`config.mk`:
```
export PLATFORM = sky130hd
export DESIGN_NAME = muldiv_unit
export DESIGN_NICKNAME = d
export VERILOG_FILES = /design/src/rtl/rv32_pkg.sv /design/src/rtl/muldiv_sign_fix.sv /design/src/rtl/muldiv_unit.sv
export SDC_FILE = /design/constraint.sdc
export NUM_CORES = 1
export LEC_CHECK = 0
export CORE_MARGIN = 3
export CORE_UTILIZATION = 25
export CTS_CLUSTER_DIAMETER = 30
export CTS_CLUSTER_SIZE = 20
export DETAILED_ROUTE_END_ITERATION = 10
export PLACE_DENSITY = 0.42
export SETUP_SLACK_MARGIN = 0.15
export SLEW_MARGIN = 40
export SYNTH_ARGS = -nofsm -noshare
export SYNTH_HDL_FRONTEND = slang
export SYNTH_HIERARCHICAL = 1
export SYNTH_SLANG_ARGS = --single-unit
export TNS_END_PERCENT = 50
```
`constraint.sdc`:
```
create_clock -name clk -period 13.89 [get_ports clk]
set_clock_uncertainty 0.2 [all_clocks]
set_input_delay 1.389 -clock clk [delete_from_list [all_inputs] [get_ports clk]]
set_output_delay 1.389 -clock clk [all_outputs]
set_load 0.01 [all_outputs]
```
`src/rtl/rv32_pkg.sv`:
```
// rv32_pkg: shared constants and types for the RV32M multiply/divide unit.
package rv32_pkg;

    localparam int XLEN = 32;

    localparam logic [6:0] FUNCT7_MULDIV = 7'b0000001;

    localparam logic [2:0] OP_MUL    = 3'b000;
    localparam logic [2:0] OP_MULH   = 3'b001;
    localparam logic [2:0] OP_MULHSU = 3'b010;
    localparam logic [2:0] OP_MULHU  = 3'b011;
    localparam logic [2:0] OP_DIV    = 3'b100;
    localparam logic [2:0] OP_DIVU   = 3'b101;
    localparam logic [2:0] OP_REM    = 3'b110;
    localparam logic [2:0] OP_REMU   = 3'b111;

    typedef enum logic [1:0] {
        ST_IDLE = 2'd0,
        ST_CALC = 2'd1,
        ST_DONE = 2'd2
    } muldiv_state_e;

    // funct3[2] separates the divide/remainder group from the multiplies
    function automatic logic op_is_div(input logic [2:0] op);
        return op[2];
    endfunction

    function automatic logic op_rs1_signed(input logic [2:0] op);
        return (op == OP_MUL) || (op == OP_MULH) || (op == OP_MULHSU) ||
               (op == OP_DIV) || (op == OP_REM);
    endfunction

    function automatic logic op_rs2_signed(input logic [2:0] op);
        return (op == OP_MUL) || (op == OP_MULH) ||
               (op == OP_DIV) || (op == OP_REM);
    endfunction

endpackage

```
`src/rtl/muldiv_sign_fix.sv`:
```
// muldiv_sign_fix: turns unsigned magnitudes from the iterative datapath
// into the final signed result and selects the word the op asks for.
module muldiv_sign_fix #(
    parameter int XLEN = 32
) (
    input  logic [2:0]        i_op,
    input  logic [2*XLEN-1:0] i_prod_mag,
    input  logic [XLEN-1:0]   i_quo_mag,
    input  logic [XLEN-1:0]   i_rem_mag,
    input  logic              i_neg_res,
    input  logic              i_neg_rem,
    output logic [XLEN-1:0]   o_result
);
    import rv32_pkg::*;

    logic [2*XLEN-1:0] w_prod;
    logic [XLEN-1:0]   w_quo;
    logic [XLEN-1:0]   w_rem;

    // product and quotient follow the xor of operand signs; remainder follows the dividend
    assign w_prod = i_neg_res ? -i_prod_mag : i_prod_mag;
    assign w_quo  = i_neg_res ? -i_quo_mag  : i_quo_mag;
    assign w_rem  = i_neg_rem ? -i_rem_mag  : i_rem_mag;

    // pick low/high product word, quotient or remainder
    always_comb begin
        o_result = '0;
        if (op_is_div(i_op)) begin
            o_result = i_op[1] ? w_rem : w_quo;
        end else if (i_op == OP_MUL) begin
            o_result = w_prod[XLEN-1:0];
        end else begin
            o_result = w_prod[2*XLEN-1:XLEN];
        end
    end

endmodule

```
`src/rtl/muldiv_unit.sv`:
```
// muldiv_unit: iterative RV32M execution unit (shift-add multiply,
// restoring divide) with valid/ready handshake and pipeline flush.
//
// state   | meaning
// --------+--------------------------------------------------------------
// ST_IDLE | ready for a request; in_ready high
// ST_CALC | one multiply or divide step per cycle for XLEN cycles
// ST_DONE | result held on out_valid until downstream takes it
module muldiv_unit #(
    parameter int XLEN = rv32_pkg::XLEN
) (
    input  logic            clk,
    input  logic            rst,
    input  logic            in_valid,
    output logic            in_ready,
    input  logic [2:0]      op,
    input  logic [XLEN-1:0] rs1,
    input  logic [XLEN-1:0] rs2,
    input  logic            flush,
    output logic            out_valid,
    input  logic            out_ready,
    output logic [XLEN-1:0] result,
    output logic            busy
);
    import rv32_pkg::*;

    localparam int CW = $clog2(XLEN);
    localparam logic [XLEN-1:0] MIN_NEG = {1'b1, {(XLEN-1){1'b0}}};

    muldiv_state_e     r_state;
    muldiv_state_e     w_state_nxt;

    logic [2:0]        r_op;
    logic              r_neg_res;
    logic              r_neg_rem;
    logic [XLEN-1:0]   r_a_mag;
    logic [XLEN-1:0]   r_b_mag;
    logic [2*XLEN-1:0] r_prod;
    logic [XLEN-1:0]   r_rem;
    logic [XLEN-1:0]   r_quo;
    logic [CW-1:0]     r_cnt;
    logic [XLEN-1:0]   r_result;

    logic              w_accept;
    logic              w_a_neg;
    logic              w_b_neg;
    logic [XLEN-1:0]   w_a_mag;
    logic [XLEN-1:0]   w_b_mag;
    logic              w_div_zero;
    logic              w_div_ovf;
    logic              w_special;
    logic [XLEN-1:0]   w_special_res;
    logic              w_last;

    logic [XLEN:0]     w_mul_sum;
    logic [2*XLEN-1:0] w_prod_step;
    logic [XLEN:0]     w_div_shift;
    logic [XLEN:0]     w_div_diff;
    logic [XLEN-1:0]   w_quo_step;
    logic [XLEN-1:0]   w_rem_step;
    logic [XLEN-1:0]   w_fixed;

    // flush blocks acceptance even when in_valid is presented in IDLE
    assign w_accept = in_valid && (r_state == ST_IDLE) && !flush;

    assign w_a_neg = op_rs1_signed(op) & rs1[XLEN-1];
    assign w_b_neg = op_rs2_signed(op) & rs2[XLEN-1];
    assign w_a_mag = w_a_neg ? -rs1 : rs1;
    assign w_b_mag = w_b_neg ? -rs2 : rs2;

    assign w_div_zero = op_is_div(op) && (rs2 == '0);
    assign w_div_ovf  = ((op == OP_DIV) || (op == OP_REM)) &&
                        (rs1 == MIN_NEG) && (rs2 == '1);
    assign w_special  = w_div_zero || w_div_ovf;

    // results that bypass iteration entirely
    always_comb begin
        w_special_res = '0;
        if (w_div_zero) begin
            w_special_res = op[1] ? rs1 : '1;
        end else if (w_div_ovf) begin
            w_special_res = op[1] ? '0 : MIN_NEG;
        end
    end

    assign w_last = (r_cnt == CW'(XLEN - 1));

    // shift-add: add multiplicand into the upper half when the low bit is set, then shift right
    assign w_mul_sum   = {1'b0, r_prod[2*XLEN-1:XLEN]} +
                         (r_prod[0] ? {1'b0, r_a_mag} : '0);
    assign w_prod_step = {w_mul_sum, r_prod[XLEN-1:1]};

    // restoring: shift next dividend bit into the remainder, keep the difference if non-negative
    assign w_div_shift = {r_rem, r_quo[XLEN-1]};
    assign w_div_diff  = w_div_shift - {1'b0, r_b_mag};
    assign w_quo_step  = {r_quo[XLEN-2:0], ~w_div_diff[XLEN]};
    assign w_rem_step  = w_div_diff[XLEN] ? w_div_shift[XLEN-1:0] : w_div_diff[XLEN-1:0];

    // sign correction is fed from the final step so the result registers on the last CALC edge
    muldiv_sign_fix #(.XLEN(XLEN)) u_sign_fix (
        .i_op       (r_op),
        .i_prod_mag (w_prod_step),
        .i_quo_mag  (w_quo_step),
        .i_rem_mag  (w_rem_step),
        .i_neg_res  (r_neg_res),
        .i_neg_rem  (r_neg_rem),
        .o_result   (w_fixed)
    );

    // state register
    always_ff @(posedge clk) begin
        if (rst) begin
            r_state <= ST_IDLE;
        end else begin
            r_state <= w_state_nxt;
        end
    end

    // next-state logic; flush wins over completion and handshake
    always_comb begin
        w_state_nxt = r_state;
        case (r_state)
            ST_IDLE: begin
                if (w_accept) begin
                    w_state_nxt = w_special ? ST_DONE : ST_CALC;
                end
            end
            ST_CALC: begin
                if (flush) begin
                    w_state_nxt = ST_IDLE;
                end else if (w_last) begin
                    w_state_nxt = ST_DONE;
                end
            end
            ST_DONE: begin
                if (flush || out_ready) begin
                    w_state_nxt = ST_IDLE;
                end
            end
            default: w_state_nxt = ST_IDLE;
        endcase
    end

    // operand capture on accept, one iteration per CALC cycle, result capture at the end
    always_ff @(posedge clk) begin
        if (rst) begin
            r_op      <= '0;
            r_neg_res <= 1'b0;
            r_neg_rem <= 1'b0;
            r_a_mag   <= '0;
            r_b_mag   <= '0;
            r_prod    <= '0;
            r_rem     <= '0;
            r_quo     <= '0;
            r_cnt     <= '0;
            r_result  <= '0;
        end else begin
            case (r_state)
                ST_IDLE: begin
                    if (w_accept) begin
                        r_op      <= op;
                        r_neg_res <= w_a_neg ^ w_b_neg;
                        r_neg_rem <= w_a_neg;
                        r_a_mag   <= w_a_mag;
                        r_b_mag   <= w_b_mag;
                        r_prod    <= {{XLEN{1'b0}}, w_b_mag};
                        r_rem     <= '0;
                        r_quo     <= w_a_mag;
                        r_cnt     <= '0;
                        if (w_special) begin
                            r_result <= w_special_res;
                        end
                    end
                end
                ST_CALC: begin
                    if (!flush) begin
                        r_cnt <= r_cnt + CW'(1);
                        if (op_is_div(r_op)) begin
                            r_quo <= w_quo_step;
                            r_rem <= w_rem_step;
                        end else begin
                            r_prod <= w_prod_step;
                        end
                        if (w_last) begin
                            r_result <= w_fixed;
                        end
                    end
                end
                default: ;
            endcase
        end
    end

    assign in_ready  = (r_state == ST_IDLE);
    assign out_valid = (r_state == ST_DONE);
    assign busy      = (r_state == ST_CALC) || (r_state == ST_DONE);
    assign result    = r_result;

endmodule

```
Word level (Yosys, flattened, before mapping)
Cells that the tools add are included.

Bits of input ports: 72. Word-level logic and storage cells: 107. Flip-flop bits (word level): 236.

Equal/unequal tests: 17. $add $sub $neg: 8. Reductions and logical operators: 27. Bitwise operators: 4. Mux-type cells: 40.

Operators by type and width (number): $mux W32 (23); $mux W64 (4); $pmux W32 S2 (3); $neg A32 Y32 (4); $pmux W64 S2 (1); $eq A32 B32 Y1 const B (2); $neg A64 Y64 (1); $add A32 B32 Y33 (1); $sub A33 B32 Y33 (1); $logic_not A32 Y1 (1); $logic_or A1 B1 Y1 (10); $mux W2 (5); $mux W5 (2); $pmux W5 S2 (1); $ne A2 B2 Y1 const B (4); $reduce_and A4 Y1 (2); $eq A3 B3 Y1 const B (2); $logic_not A3 Y1 (2); $ne A2 B1 Y1 const B (3); $pmux W2 S3 (1); $reduce_and A3 Y1 (2); $add A5 B1 Y5 const B (1); $eq A5 B5 Y1 const B (1); $logic_and A1 B1 Y1 (5); 13 further kinds (14).

Logic depth before layout (Yosys ltp)
Gate-level depths: netlist of the first run.

Depth in word-level cells: 9. Gate-level depth with buffers: 25.

By module
Netlist of the first run, hierarchy kept.

By module, submodules not included: muldiv_unit (cells an instance 1757, seq. area each 4724.5 um^2, times used 1, area each 14198.6 um^2); muldiv_sign_fix (cells an instance 564, seq. area each 0.0 um^2, times used 1, area each 3873.7 um^2).

Worst setup path after synthesis of the first run
Ideal clock, no wire load.

Path kind: reg2reg. From: reg r_quo[31]. To: reg r_result[28] (netlist: result[28]). Buffers on the path: 2. Data required time: 13599 ps. Clock period less this slack: 5348 ps. Stages on the path, launching flop included: 25. Setup slack: 8542 ps. Arrival: 5057 ps. Cell sequence: dfxtp_1 inv_1 ha_1 inv_1 fa_1 a211oi_1 o211a_1 o21ai_0 and3b_1 o21ai_1 a21oi_1 o221ai_2 clkbuf_1 clkbuf_1 inv_1 inv_1 ha_1 nor3b_1 nand4_1 o41ai_1 mux2i_1 o21ai_0 nor3_1 nand2_1 a311oi_1.

Cells in the longest elaborated chain, start to end: 9.

RTL lines: start, declared (line muldiv_unit.sv:40) `logic [XLEN-1:0] r_quo;`; start signal, assigned (line muldiv_unit.sv:168) `r_quo <= w_a_mag;`; start signal, assigned (line muldiv_unit.sv:179) `r_quo <= w_quo_step;`; $sub A33 B32 Y33 (line muldiv_unit.sv:95) `assign w_div_diff = w_div_shift - {1'b0, r_b_mag};`; $not A1 Y1 (line muldiv_unit.sv:96) `assign w_quo_step = {r_quo[XLEN-2:0], ~w_div_diff[XLEN]};`; via w_quo_step[0] (line muldiv_unit.sv:59) `logic [XLEN-1:0] w_quo_step;`; $neg A32 Y32 (line muldiv_sign_fix.sv:22) `assign w_quo = i_neg_res ? -i_quo_mag : i_quo_mag;`; $mux W32 (line muldiv_sign_fix.sv:22); $mux W32 (line muldiv_sign_fix.sv:29) `o_result = i_op[1] ? w_rem : w_quo;`; $mux W32 (line muldiv_sign_fix.sv:28) `if (op_is_div(i_op)) begin`; via w_fixed[28] (line muldiv_unit.sv:61) `logic [XLEN-1:0] w_fixed;`; $mux W32 (line muldiv_unit.sv:184) `if (w_last) begin`; $mux W32 (line muldiv_unit.sv:176) `if (!flush) begin`; $pmux W32 S2 (line muldiv_unit.sv:158) `case (r_state)`; end signal, assigned (line muldiv_unit.sv:171) `r_result <= w_special_res;`; end signal, assigned (line muldiv_unit.sv:185) `r_result <= w_fixed;`; end, declared (line muldiv_unit.sv:42) `logic [XLEN-1:0] r_result;`.

The timed path passes the listed nets, and every way through them passes these cells. The select of a mux whose other input is x is not followed. A chain may end at the register's enable or synchronous reset.

Worst setup path in the final report of the first run
From: reg r_quo[31]. To: reg r_result[12] (netlist: result[12]).

Cells in the longest elaborated chain, start to end: 9.

RTL lines: $sub A33 B32 Y33 (line muldiv_unit.sv:95); $mux W32 (line muldiv_unit.sv:97) `assign w_rem_step = w_div_diff[XLEN] ? w_div_shift[XLEN-1:0] : w_div_diff[XLEN-1:0];`; via w_rem_step[6] (line muldiv_unit.sv:60) `logic [XLEN-1:0] w_rem_step;`; $neg A32 Y32 (line muldiv_sign_fix.sv:23) `assign w_rem = i_neg_rem ? -i_rem_mag : i_rem_mag;`; $mux W32 (line muldiv_sign_fix.sv:23); $mux W32 (line muldiv_sign_fix.sv:29); $mux W32 (line muldiv_sign_fix.sv:28); via w_fixed[12] (line muldiv_unit.sv:61); $mux W32 (line muldiv_unit.sv:184); $mux W32 (line muldiv_unit.sv:176); $pmux W32 S2 (line muldiv_unit.sv:158).

The timed path passes the listed nets, and every way through them passes these cells. The select of a mux whose other input is x is not followed.

==> results.cfg, run 1 <==
[final_layout]
seq_area_mm2 = 0.004726
utilization = 0.3196
drive_above_1_share = 0.09750
fillCellCount = 7648
layout-area-overhead-vs-synth_pct = 25.33
final_common_cell = nor2_1
fin_area_mm2 = 0.02265
nets = 2527
layout_common_cells = nor2_1 (290), dfxtp_1 (235), nand2_1 (168)
multi_input_area_mm2 = 0.01251
stdcell_count = 3382

[place]
gp_congestion = 0.9341
placed_cells = 3239
dp_hpwl_mm = 59.06
placed_area_mm2 = 0.01998
numPortBuffers = 106

[grt]
track_usage = 0.2058
grt.busiest_layer = met2
met3_usage = 0.03506
use_met1 = 0.2736
grt_overflow = 0
grt_pass1_vias = 18000
grt_use_met2 = 0.3398
grt_pass1_wl_mm = 117.8
antenna_found_initial = 4
grt_max_degree = 113

[synth]
synth_edf_count = 0
syn_area_mm2 = 0.01807
yosys.area.top_type = dfxtp_1
yosys.area.top_type_share = 0.2614
yosysUniqueCellTypes = 88
syn_nets = 2470
yosys_register_bits = 236
synth_warnings = 6
synthCells = 2321
avgSynthCellArea_um2 = 7.786
async_flop_share = 0
yosysSeqAreaShare = 0.2614
synth_area_leaders = dfxtp_1 (26%), nor2_1 (6.1%), xnor2_1 (5.9%)
ys.flop_type = dfxtp_1

[pwr]
combPwrFrac = 0.300
p_leak_uw = 0.008857
ir_drop_mv = 0.1257
p_int_uw = 2354
pwr-share-clk = 0.475
swShare = 0.3566
pwr-share-seq = 0.225
cellPowerDensity_mw_per_mm2 = 161.6
p_switching_uw = 1305

[clock_tree]
cts.clk_slew.worst_paths_ps = 40
cts_max_level = 3
cts_root_buf = clkbuf_16
numCtsBuffers = 77
clk_latency_ps = 610
cts_resized = 0
cts_tree = done
cts.hold.buffers_added = 0
ctsLongestPathBuffers = 3
cts.sinks = 236
postCtsSetupRepairBufs = 0

[setup_path]
worstPathArrival_ps = 7040
critPathLaunchType = flop
crit_type = flop to flop
critPathCaptureType = flop
path_max_fanout = 55
critPathRequiredTime_ps = 14200

[die]
dieArea_mm2 = 0.07555
rows = 97
io_pins = 107
coreArea_mm2 = 0.07088
initial_utilization = 0.2550
dieWidth_um = 274.9
dieHeight_um = 274.9

[timing]
fin_crit_sh = 0.4846
setup_viol = 0
slew_headroom = 0.3183
hold_slack_ps = 256.7
tns_ps = 0
finalMaxSlewViolations = 0
worst_slew_pin_slew_ps = 1012
final_hold_viol_count = 0
rsz0062_at_grt = no
fin_crit_ps = 6731
fmax_mhz = 148.6

[routing]
routed_wl_mm = 79.66
drt-initial-drc-count = 2143
ant_nets = 0
viasPerCell = 5.594
wl_per_cell_um = 23.55
vias = 18920
dr.pass1.iters = 8
drc = 0

[flow_run]
drv_cap = 0

[status]
status = complete, no violations

[min_path]
hp-class = flop to flop
metal layers:
layer  part of all wire  vias to the layer above
met5                  0                        -
met4              0.031                        0
met3              0.055                      129
met2               0.47                      640
met1               0.44                     9329
li1                   -                     8820
through the flow:
| stage | total power (uW) | setup slack [ps] |
|---|---|---|
| finish | 3659 | 7159 |
| global route | 3822 | 6756 |
| CTS | 3675 | 7270 |
| detailed placement | 1910 | 7304 |
| global placement | 1903 | 7355 |
| floorplan | 1520 | 8542 |
worst max-delay path, cell delays in order (launching register included):
cell      delay (ps)
dfxtp_1          300
inv_1             70
ha_1             160
inv_1             50
fa_1             420
a211oi_1         330
o211a_1          260
o21ai_0          230
and3b_1          300
o21ai_1          300
a21oi_1          160
o221ai_4         140
buf_4            540
mux2_2           450
or4_1            640
or3_1            570
o41ai_1          390
xnor2_1          210
o21ai_0          140
a211oi_1         350
nand2_1          100
a311oi_1         270
kinds of logic (layout without fill, tap and decap cells):
logic type | count (synthesis) | in the layout | synth area share
and+or+nand+nor | 822 | 822 | 0.2256
xor gates and xnor gates | 216 | 216 | 0.1047
DFF | 236 | 236 | 0.2614
other | 0 | 1 | 0
adders and majority gates | 77 | 77 | 0.05414
buffers and inverters | 234 | 354 | 0.05096
AOI/OAI and AO/OA | 692 | 692 | 0.2770
muxes | 44 | 44 | 0.02624
power groups by stage:
stage	registers, uW	logic [uW]	clock network, uW
after floorplan	803	717	0
after global placement	833	1070	0
after detailed placement	834	1080	0
after CTS	823	1080	1770
after global routing	830	1180	1810
final	824	1100	1740
registers in the layout, indices dropped and copies added, names as in the netlist:
name	count
r_state	2
r_neg_res	1
r_a_mag	32
r_op	3
r_rem	32
r_b_mag	32
result	32
r_quo	32
r_cnt	5
r_neg_rem	1
r_prod	64
layout make-up:
type / instances / share of cell area
Multi-Input combinational cell: 1851 / 0.5522
Sequential cell: 236 / 0.2087
Clock buffer: 114 / 0.09916
Timing Repair Buffer: 136 / 0.05773
Tap cell: 940 / 0.05193
Clock inverter: 28 / 0.01762
Inverter: 76 / 0.01260
Antenna cell: 1 / 0.0001105
Yosys cell counts (14+ instances only):
cell type / instances
dfxtp_1: 236
nor3_1: 57
o22ai_1: 22
a211oi_1: 43
xnor2_1: 122
nand4_1: 22
xor2_1: 94
mux2_2: 23
and3_1: 14
o21ai_0: 128
a21oi_1: 105
mux2i_1: 17
nand2b_1: 24
nor2_1: 292
and2_1: 43
buf_1: 14
nand3_1: 31
a222oi_1: 58
a21o_1: 36
o31ai_1: 48
a311oi_1: 32
o211ai_1: 14
nor4_1: 26
clkbuf_1: 132
or3_1: 44
inv_1: 76
a22o_1: 40
a22oi_1: 19
o41ai_1: 34
nand2_1: 170
or4_1: 28
ha_1: 75
worst paths after layout:
path / from / to / slack (ps) / cells past startpoint
worst max register to register: r_quo[31] / result[12] / 7160 / 21
worst min-delay path: r_a_mag[0] / r_a_mag[0] / 260 / 2
worst max-delay path: r_quo[31] / result[12] / 7160 / 21
worst min register to register: r_a_mag[0] / r_a_mag[0] / 260 / 2
No activity file was read; power rests on OpenSTA's default activity.
==> run 2, diff against run 1 <==
==> constraint.sdc (replaced) <==
create_clock -name clk -period 6.5 [get_ports clk]
set_clock_uncertainty 0.2 [all_clocks]
set_input_delay 0.65 -clock clk [delete_from_list [all_inputs] [get_ports clk]]
set_output_delay 0.65 -clock clk [all_outputs]
set_load 0.01 [all_outputs]
==> run 2 against run 1 <==
Cell count grew 1.5%. Critical endpoint is now result[30]. Power rose by 110%. Worst hold slack about the same. Combinational power up 120%. Critical path type unchanged. Die area is the same. Count of clock-buffer cells in the layout is 5 lower. Largest power group unchanged. Setup slack worse by 6600 ps. First-iteration DRC count fell by 12%. Clock power is 110% higher.
==> results.cfg, run 2 (synthesized netlist as in run 1, its figures left out) <==
[pwr]
pwr-share-clk = 0.460
p_switching_uw = 2825
p_int_uw = 4964
cellPowerDensity_mw_per_mm2 = 338.8
pwr-share-seq = 0.228
ir_drop_mv = 0.2080
combPwrFrac = 0.312
p_leak_uw = 0.009074
swShare = 0.3627

[status]
status = complete, no violations

[setup_path]
reg2reg_depth = 20
critPathLaunchType = flop
path_max_fanout = 8
worstPathArrival_ps = 6200
r2r-start = r_quo[31]
critPathCaptureType = flop
rrSetupSlack_ps = 580
r2r-end = result[30]
critPathRequiredTime_ps = 6790
crit_type = flop to flop

[grt]
grt_max_degree = 75
grt_overflow = 0
track_usage = 0.2109
grt_pass1_vias = 18500
grt_pass1_wl_mm = 120.6
antenna_found_initial = 1

[timing]
fin_crit_sh = 0.9102
fmax_mhz = 169.0
rsz0062_at_grt = no
slew_headroom = 0.4451
worst_slew_pin_slew_ps = 832.3
finalMaxSlewViolations = 0
setup_viol = 0
final_hold_viol_count = 0
fin_crit_ps = 5916
tns_ps = 0

[final_layout]
fillCellCount = 7571
final_common_cell = nor2_1
layout-area-overhead-vs-synth_pct = 27.22
largest_reg_flops = 64
drive_above_1_share = 0.1203
nets = 2579
seq_area_mm2 = 0.004728
utilization = 0.3244
max_flop_register = r_prod
layout_common_cells = nor2_1 (289), dfxtp_1 (233), nand2_1 (169)
multi_input_area_mm2 = 0.01252

[routing]
drt-initial-drc-count = 1882
routed_wl_mm = 81.53
wl_per_cell_um = 23.74
vias = 19190
ant_nets = 0
viasPerCell = 5.588
drc = 0
dr.pass1.iters = 6

[die]
coreArea_mm2 = 0.07088
dieWidth_um = 274.9
initial_utilization = 0.2550
io_pins = 107
dieHeight_um = 274.9
rows = 97
dieArea_mm2 = 0.07555

[clock_tree]
cts_max_level = 3
cts.sinks = 236
cts_tree = done
cts.clk_slew.worst_paths_ps = 40
numCtsBuffers = 75
cts.hold.buffers_added = 0
ctsLongestPathBuffers = 3
clk_latency_ps = 610
cts_root_buf = clkbuf_16

[place]
numPortBuffers = 106
dp_hpwl_mm = 61.91
gp_congestion = 0.9454

[min_path]
holdPathEnd = r_cnt[4]
hold_start = r_cnt[4]
hp-class = flop to flop
whs_path_depth = 2

[flow_run]
drv_cap = 0
==> run 2: changes by cell type in the layout (fill, tap and decap cells not counted), sizes merged <==
cell | previous run | this run
bufinv | 6 | 3
clkinv | 19 | 20
clkbuf | 114 | 110
buf | 31 | 84
clkinvlp | 0 | 7
inv | 79 | 77
==> run 2: per-stage QoR <==
stage                     hold slack, ps  instance area [um2]  cells  total power [uW]  setup WS (ps)
after detailed placement           250.5                20340   3287              4171          290.1
after floorplan                    231.7                18070   2321              3248           1152
after global routing               274.9                22990   3433              8132          215.9
final                              256.6                22990   3434              7788          583.7
after global placement             245.4                20320   3287              4162          403.3
after CTS                          246.8                22890   3427              7798          183.7
==> run 2: timing repair <==
| item | CTS | global route |
|---|---|---|
| gates resized for setup | 0 | 8 |
| setup endpoints to repair | 0 | 19 |
| buffers inserted | 0 | 5 |
==> run 2: cell type report <==
class                           count  area share
Multi-Input combinational cell   1851      0.5445
Sequential cell                   236      0.2057
Clock buffer                      109     0.09644
Timing Repair Buffer              190     0.07510
Tap cell                          940     0.05116
Clock inverter                     31     0.01459
Inverter                           76     0.01241
Antenna cell                        1   0.0001088
==> run 2: power groups by stage <==
stage	Combinational, uW	Clock [uW]	Sequential [uW]
2_1_floorplan	1530	0	1720
3_3_place_gp	2360	0	1800
3_5_place_dp	2370	0	1800
4_1_cts	2380	3640	1780
5_1_grt	2610	3730	1790
6_report	2430	3580	1780
==> run 2: worst max-delay path by stage <==
stage / start / end / cells after the start
6_report: r_quo[31] / result[30] / 20
5_1_grt: r_prod[0] / result[30] / 21
4_1_cts: r_quo[31] / result[30] / 20
3_5_place_dp: r_quo[31] / result[30] / 20
3_3_place_gp: r_quo[31] / result[20] / 20
2_1_floorplan: r_quo[31] / result[28] / 24
==> run 2: worst max-delay path, stage by stage (launching register included) <==
cell and delay [ps]:
dfxtp_1 300, inv_1 60, ha_1 160, inv_1 50
fa_1 440, a211oi_2 250, o211a_1 230, o21ai_1 150
and3b_1 240, o21ai_2 190, a21oi_1 150, o221ai_4 390
mux2_2 440, or4_1 630, or3_4 490, or2_2 360
o21ai_0 220, xor2_1 90, a221oi_1 340, nand2_1 100
a311oi_1 300
==> run 2: layer usage <==
| metal | wire length, um | part of all wire | up-vias | GRT usage |
|---|---|---|---|---|
| li1 | - | - | 8907 | - |
| met1 | 35250 | 0.43 | 9395 | 0.2746 |
| met2 | 37500 | 0.46 | 726 | 0.3420 |
| met3 | 4931 | 0.060 | 162 | 0.03454 |
| met4 | 3850 | 0.047 | 0 | 0.09603 |
| met5 | 0 | 0 | - | 0 |
